--- src/rtl/mem_access_seq_pkg.sv ---
// Shared types and default sizing for the memory access sequencer.
package mem_access_seq_pkg;

    localparam int ADDR_W = 12;
    localparam int DATA_W = 8;
    localparam int CNT_W  = 16;
    localparam int WAIT_W = 4;

    localparam logic [WAIT_W-1:0] WAIT_RST = 4'd2;

    typedef enum logic [1:0] {
        IDLE,
        SETUP,
        ACCESS,
        DONE
    } state_e;

endpackage

--- src/rtl/mem_access_seq_if.sv ---
// RAM-side bus of the access sequencer: the sequencer is master, the RAM is slave.
interface mem_access_seq_if #(
    parameter int ADDR_W = mem_access_seq_pkg::ADDR_W,
    parameter int DATA_W = mem_access_seq_pkg::DATA_W
);

    logic              mem_cs;
    logic              mem_we;
    logic [ADDR_W-1:0] mem_addr;
    logic [DATA_W-1:0] mem_wdata;
    logic [DATA_W-1:0] mem_rdata;

    modport master (
        output mem_cs,
        output mem_we,
        output mem_addr,
        output mem_wdata,
        input  mem_rdata
    );

    modport slave (
        input  mem_cs,
        input  mem_we,
        input  mem_addr,
        input  mem_wdata,
        output mem_rdata
    );

endinterface

--- src/rtl/mem_access_seq_sat_counter.sv ---
// Saturating up-counter with synchronous clear; clear has priority over increment.
module sat_counter #(
    parameter int CNT_W = mem_access_seq_pkg::CNT_W
) (
    input  logic             clock,
    input  logic             reset,
    input  logic             inc,
    input  logic             clr,
    output logic [CNT_W-1:0] count
);

    logic [CNT_W-1:0] count_q;

    // Count register: reset, then clear, then increment unless already at all-ones.
    always_ff @(posedge clock) begin
        if (reset) begin
            count_q <= '0;
        end else if (clr) begin
            count_q <= '0;
        end else if (inc && (count_q != '1)) begin
            count_q <= count_q + CNT_W'(1);
        end
    end

    assign count = count_q;

endmodule

--- src/rtl/mem_access_seq.sv ---
// Single-port RAM access sequencer: IDLE -> SETUP -> ACCESS (W+1 cycles) -> DONE.
module mem_access_seq #(
    parameter int                                     ADDR_W   = mem_access_seq_pkg::ADDR_W,
    parameter int                                     DATA_W   = mem_access_seq_pkg::DATA_W,
    parameter int                                     CNT_W    = mem_access_seq_pkg::CNT_W,
    parameter logic [mem_access_seq_pkg::WAIT_W-1:0]  WAIT_RST = mem_access_seq_pkg::WAIT_RST
) (
    input  logic                                    clock,
    input  logic                                    reset,
    input  logic                                    req,
    input  logic                                    r_wb,
    input  logic [ADDR_W-1:0]                       addr,
    input  logic [DATA_W-1:0]                       wdata,
    input  logic                                    cfg_wait_en,
    input  logic [mem_access_seq_pkg::WAIT_W-1:0]   cfg_wait,
    input  logic                                    clr_cnt,
    mem_access_seq_if.master                        mem,
    output logic                                    busy,
    output logic                                    done,
    output logic [DATA_W-1:0]                       rdata,
    output logic [CNT_W-1:0]                        rd_cnt,
    output logic [CNT_W-1:0]                        wr_cnt
);

    import mem_access_seq_pkg::*;

    state_e              state_q, state_d;
    logic [WAIT_W-1:0]   cnt_q, cnt_d;
    logic [WAIT_W-1:0]   wait_q, wait_d;
    logic                rwb_q;
    logic [ADDR_W-1:0]   addr_q;
    logic [DATA_W-1:0]   wdata_q;
    logic [DATA_W-1:0]   rdata_q;
    logic                cs_q, cs_d;
    logic                we_q, we_d;
    logic                busy_q, busy_d;
    logic                done_q, done_d;
    logic                accept;
    logic                capture;
    logic                rd_inc;
    logic                wr_inc;

    // Next-state logic; registered outputs are decoded from the next state so they track state_q exactly.
    always_comb begin
        state_d = state_q;
        cnt_d   = cnt_q;
        wait_d  = wait_q;
        accept  = 1'b0;
        capture = 1'b0;
        unique case (state_q)
            IDLE: begin
                if (cfg_wait_en) begin
                    wait_d = cfg_wait;
                end
                if (req) begin
                    state_d = SETUP;
                    accept  = 1'b1;
                end
            end
            SETUP: begin
                state_d = ACCESS;
                cnt_d   = wait_q;
            end
            ACCESS: begin
                if (cnt_q == '0) begin
                    state_d = DONE;
                    capture = rwb_q;
                end else begin
                    cnt_d = cnt_q - WAIT_W'(1);
                end
            end
            DONE: begin
                state_d = IDLE;
            end
            default: begin
                state_d = IDLE;
            end
        endcase
        busy_d = (state_d != IDLE);
        cs_d   = (state_d == ACCESS);
        we_d   = cs_d & ~rwb_q;
        done_d = (state_d == DONE);
    end

    // State, request latches, wait setting and registered outputs.
    always_ff @(posedge clock) begin
        if (reset) begin
            state_q <= IDLE;
            cnt_q   <= '0;
            wait_q  <= WAIT_RST;
            rwb_q   <= 1'b0;
            addr_q  <= '0;
            wdata_q <= '0;
            rdata_q <= '0;
            cs_q    <= 1'b0;
            we_q    <= 1'b0;
            busy_q  <= 1'b0;
            done_q  <= 1'b0;
        end else begin
            state_q <= state_d;
            cnt_q   <= cnt_d;
            wait_q  <= wait_d;
            cs_q    <= cs_d;
            we_q    <= we_d;
            busy_q  <= busy_d;
            done_q  <= done_d;
            if (accept) begin
                rwb_q   <= r_wb;
                addr_q  <= addr;
                wdata_q <= wdata;
            end
            if (capture) begin
                rdata_q <= mem.mem_rdata;
            end
        end
    end

    assign rd_inc = (state_q == DONE) &  rwb_q;
    assign wr_inc = (state_q == DONE) & ~rwb_q;

    sat_counter #(.CNT_W(CNT_W)) u_rd_cnt (
        .clock (clock),
        .reset (reset),
        .inc   (rd_inc),
        .clr   (clr_cnt),
        .count (rd_cnt)
    );

    sat_counter #(.CNT_W(CNT_W)) u_wr_cnt (
        .clock (clock),
        .reset (reset),
        .inc   (wr_inc),
        .clr   (clr_cnt),
        .count (wr_cnt)
    );

    assign mem.mem_cs    = cs_q;
    assign mem.mem_we    = we_q;
    assign mem.mem_addr  = addr_q;
    assign mem.mem_wdata = wdata_q;
    assign busy          = busy_q;
    assign done          = done_q;
    assign rdata         = rdata_q;

endmodule

--- src/flat_wrapper.sv ---
// flat-port wrapper written by rule: the top's interface ports become plain ports
module mem_access_seq_flat import mem_access_seq_pkg::*;
#(
    parameter int                                     ADDR_W   = mem_access_seq_pkg::ADDR_W,
    parameter int                                     DATA_W   = mem_access_seq_pkg::DATA_W,
    parameter int                                     CNT_W    = mem_access_seq_pkg::CNT_W,
    parameter logic [mem_access_seq_pkg::WAIT_W-1:0]  WAIT_RST = mem_access_seq_pkg::WAIT_RST
)
  (clock, reset, req, r_wb, addr, wdata, cfg_wait_en, cfg_wait, clr_cnt, busy, done, rdata, rd_cnt, wr_cnt, mem_mem_cs, mem_mem_we, mem_mem_addr, mem_mem_wdata, mem_mem_rdata);
  mem_access_seq_if #(.ADDR_W(ADDR_W), .DATA_W(DATA_W)) mem_i ();
  input  logic clock;
  input  logic reset;
  input  logic req;
  input  logic r_wb;
  input  logic [ADDR_W-1:0] addr;
  input  logic [DATA_W-1:0] wdata;
  input  logic cfg_wait_en;
  input  logic [mem_access_seq_pkg::WAIT_W-1:0] cfg_wait;
  input  logic clr_cnt;
  output logic busy;
  output logic done;
  output logic [DATA_W-1:0] rdata;
  output logic [CNT_W-1:0] rd_cnt;
  output logic [CNT_W-1:0] wr_cnt;
  output wire logic [$bits(mem_i.mem_cs)-1:0] mem_mem_cs;
  output wire logic [$bits(mem_i.mem_we)-1:0] mem_mem_we;
  output wire logic [$bits(mem_i.mem_addr)-1:0] mem_mem_addr;
  output wire logic [$bits(mem_i.mem_wdata)-1:0] mem_mem_wdata;
  input wire logic [$bits(mem_i.mem_rdata)-1:0] mem_mem_rdata;
  assign mem_mem_cs = mem_i.mem_cs;
  assign mem_mem_we = mem_i.mem_we;
  assign mem_mem_addr = mem_i.mem_addr;
  assign mem_mem_wdata = mem_i.mem_wdata;
  assign mem_i.mem_rdata = mem_mem_rdata;
  mem_access_seq #(.ADDR_W(ADDR_W), .DATA_W(DATA_W), .CNT_W(CNT_W), .WAIT_RST(WAIT_RST)) u_core (.clock(clock), .reset(reset), .req(req), .r_wb(r_wb), .addr(addr), .wdata(wdata), .cfg_wait_en(cfg_wait_en), .cfg_wait(cfg_wait), .clr_cnt(clr_cnt), .mem(mem_i), .busy(busy), .done(done), .rdata(rdata), .rd_cnt(rd_cnt), .wr_cnt(wr_cnt));
endmodule
--- config.mk ---
export PLATFORM = sky130hd
export DESIGN_NAME = mem_access_seq_flat
export DESIGN_NICKNAME = d
export VERILOG_FILES = /design/src/rtl/mem_access_seq_pkg.sv /design/src/rtl/mem_access_seq_if.sv /design/src/rtl/mem_access_seq_sat_counter.sv /design/src/rtl/mem_access_seq.sv /design/src/flat_wrapper.sv
export SDC_FILE = /design/constraint.sdc
export NUM_CORES = 1
export LEC_CHECK = 0
export CAP_MARGIN = 10
export CORE_MARGIN = 2
export CORE_UTILIZATION = 46
export CTS_CLUSTER_SIZE = 14
export DETAILED_ROUTE_END_ITERATION = 10
export PLACE_DENSITY = 0.91
export SLEW_MARGIN = 30
export SYNTH_ARGS = -nofsm -noshare
export SYNTH_HDL_FRONTEND = slang
export SYNTH_SLANG_ARGS = --single-unit
--- constraint.sdc ---
create_clock -name clock -period 2.2 [get_ports clock]
set_input_delay 0.44 -clock clock [delete_from_list [all_inputs] [get_ports clock]]
set_output_delay 0.44 -clock clock [all_outputs]
set_load 0.02 [all_outputs]
==> summary.txt <==
Status
  – Status: finished clean

Routing
  – Final wirelength: 8.41 mm
  – DRT antenna net count: 0
  – DR DRC count: 0
  – Via count: 3,356
  – DR iter-0 viols: 196
  – Pre-Repair DR Iteration Count: 4
  – Vias per inst: 5.60
  – WL/cell: 14.0 µm

Timing
  – Period minus WS final: 1.93 ns
  – Normalized max-slew margin: 63.3%
  – Final TNS setup: 0 ns
  – FMAX: 0.519 GHz
  – RSZ-0062 raised after global routing: no
  – Setup-failing EPs final: 0
  – Final Max Slew Viols: 0
  – Worst slew pin tran: 0.548 ns
  – Crit share post-route: 87.7%
  – Post-layout worst setup margin: 0.272 ns
  – Layout Skew: 0.0104 ns
  – Final Hold Vio Count: 0

Global routing
  – All-Layer GR Usage: 22.8%
  – First-pass GRT wire length: 14.0 mm
  – Total congestion overflow: 0
  – Pin count of the biggest net entering global routing: 43
  – Initial antenna violation count: 0
  – Vias in the first global route: 3,190

Clock tree
  – Clock sink total: 75
  – Hold Buf Count CTS: 0
  – CTS tree: done
  – H-tree Lvls: 3
  – Max clock buf depth: 2
  – Post-CTS setup buffer count: 0
  – Clock Tree Root: clkbuf_8
  – Clock slew at reported path FFs: 0.08 ns
  – Clock buffer count from CTS: 9
  – Worst-Skew Late Latency: 0.35 ns
  – Post-CTS sizing: 0

Floorplanning
  – Initial Utilization: 47.8%
  – Die ar.: 7830 µm²
  – Die H: 88.5 µm
  – Overall die width: 88.5 µm
  – Io pins: 102
  – Core Box Area: 6870 µm²
  – Row count: 30

Critical path
  – Crit Path Max Fanout: 8
  – Crit Path Class: register to primary output
  – CP Buf/Inv Count: 1
  – CP max stage delay: 0.66 ns
  – CP delay by family, top: buffers and inverters
  – CP Capture Type: primary output
  – CP Cell Sequence: clkdlybuf4s50_1
  – CP required: 1.76 ns
  – Critical path's slowest cell: clkdlybuf4s50_1
  – Startpoint types: register
  – WP data arrival: 1.49 ns

Synthesis
  – Cell taking the most area after synthesis: dfxtp_1
  – Post-synthesis cell type count: 47
  – Yosys Warn Count: 0
  – FFs w/ async S/R, synth: 0%
  – Post-synth top cells: dfxtp_1 (75), nand2_1 (75), a21oi_1 (57)
  – Cell Area, Synth: 3280 µm²
  – Seq cells post-synth: 75
  – Post-Syn Instances: 394
  – Synthesized area per cell: 8.34 µm²
  – Syn nets: 440
  – Predominant post-synthesis flop cell: dfxtp_1
  – Post-synth EDFFs: 0
  – Seq/Total Area, Yosys: 45.7%
  – Largest cells by area after synthesis: dfxtp_1 (46%), a21oi_1 (8.7%), nand2_1 (8.6%)
  – Top cell type's share of synthesized area: 45.7%

Power and ir drop
  – Worst vdd ir: 0.681 mV
  – Combinational share of power: 30.2%
  – Switching Share: 32.8%
  – Switching Power: 0.00127 W
  – Seq pwr share: 42.1%
  – Pleak: 1.58 nW
  – Power Density: 838 nW/µm²
  – Int Pwr: 0.00260 W
  – Clock network fraction of design power: 27.7%

Layout
  – # nets final: 544
  – # diodes: 0
  – Finished Core Util: 67.1%
  – Non-filler cells in the finished layout: 599
  – Layout cells sized above 1: 6.76%
  – Filler cells: 560
  – Layout area overhead: 40.4%

Placed design
  – DP Cell Count: 583
  – Buffers on Ports: 101
  – Dpl ws: 0.320 ns
  – HPWL after DPL: 6.05 mm
  – Routability cong.: 0.853

Hold path
  – Min-Delay Path Class: register to register

Run
  – Total of max-cap violations: 0
layout by cell type (no fill, tap or decap), types with 2 or more instances in the layout:
cell type,synthesis,layout
a211o_1,2,2
a21oi_1,57,57
a31oi_1,2,2
and2_1,4,4
and3_1,7,7
and4_1,2,2
buf_4,2,10
clkbuf_8,0,10
clkdlybuf4s50_1,0,101
clkinv_2,0,2
clkinv_4,0,2
dfxtp_1,75,75
ha_1,8,8
inv_1,11,11
mux2i_1,3,3
nand2_1,75,75
nand2b_1,3,3
nand3_1,19,19
nand4_1,10,10
nand4_2,2,2
nor2_1,10,10
nor2b_1,2,2
nor3_1,5,5
nor3b_1,2,2
nor4_1,3,3
o211ai_1,3,3
o21a_1,2,2
o21ai_0,13,13
o21ai_1,6,6
o311ai_0,2,2
o31ai_1,8,8
o41ai_1,3,3
or3_1,14,14
or4_1,8,8
power groups by stage:
| stage | Combinational [W] | Sequential, W | Clock (W) |
|---|---|---|---|
| floorplan | 0.000596 | 0.00176 | 0 |
| global placement | 0.00113 | 0.00164 | 0 |
| detailed placement | 0.00117 | 0.00165 | 0 |
| CTS | 0.00117 | 0.00162 | 0.00108 |
| global route | 0.00129 | 0.00164 | 0.00114 |
| finish | 0.00117 | 0.00162 | 0.00107 |
layer usage:
layer	vias to the layer above	track usage (%)	share of wire, %
li1	1637	-	-
met1	1558	25.3	41
met2	146	38.8	48
met3	15	9.61	9.6
met4	0	8.82	1.8
met5	-	0	0
sequential cells by signal, summed over array words and instances (netlist names):
signal and cells:
u_core.mem.mem_addr 12, u_core.u_wr_cnt.count 16, u_core.rwb_q 1, u_core.cnt_q 4
u_core.mem.mem_cs 1, u_core.rdata 8, u_core.state_q 2, u_core.mem.mem_wdata 8
u_core.u_rd_cnt.count 16, u_core.mem.mem_we 1, u_core.busy 1, u_core.wait_q 4
u_core.done 1
logic make-up after synthesis:
| group | Yosys count | share of synthesized area (%) |
|---|---|---|
| compound gates | 107 | 19.4 |
| flops | 75 | 45.7 |
| mux | 3 | 0.914 |
| simple gates | 171 | 26.9 |
| xor+xnor | 1 | 0.267 |
| fa+ha+maj | 8 | 3.05 |
| buf+inv | 29 | 3.77 |
final cells by class:
class | count | area [µm²] | area share [%]
timing repair buffer | 111 | 1090 | 23.6
multi-input combinational | 290 | 1660 | 36.0
tap | 96 | 120 | 2.61
clock inverter | 6 | 65.1 | 1.41
inverter | 11 | 41.3 | 0.896
sequential | 75 | 1500 | 32.6
clock buffer | 10 | 138 | 2.99
final timing paths:
path / from / to / slack, ns / cells past startpoint
worst max-delay path: u_core.u_rd_cnt.count[7] / rd_cnt[7] / 0.27 / 1
worst min-delay path: u_core.wait_q[3] / u_core.wait_q[3] / 0.46 / 2
worst max register to register: u_core.u_rd_cnt.count[1] / u_core.u_rd_cnt.count[8] / 0.31 / 6
worst min register to register: u_core.wait_q[3] / u_core.wait_q[3] / 0.46 / 2
stage by stage:
step | power (W) | cell area, µm² | hold WS [ns]
6_report | 0.00386 | 4610 | 0.462
5_1_grt | 0.00407 | 4610 | 0.482
4_1_cts | 0.00388 | 4610 | 0.464
3_5_place_dp | 0.00282 | 4410 | 0.451
3_3_place_gp | 0.00278 | 4410 | 0.441
2_1_floorplan | 0.00236 | 3280 | 0.436
Note: power is estimated with default switching activity, not from simulation.
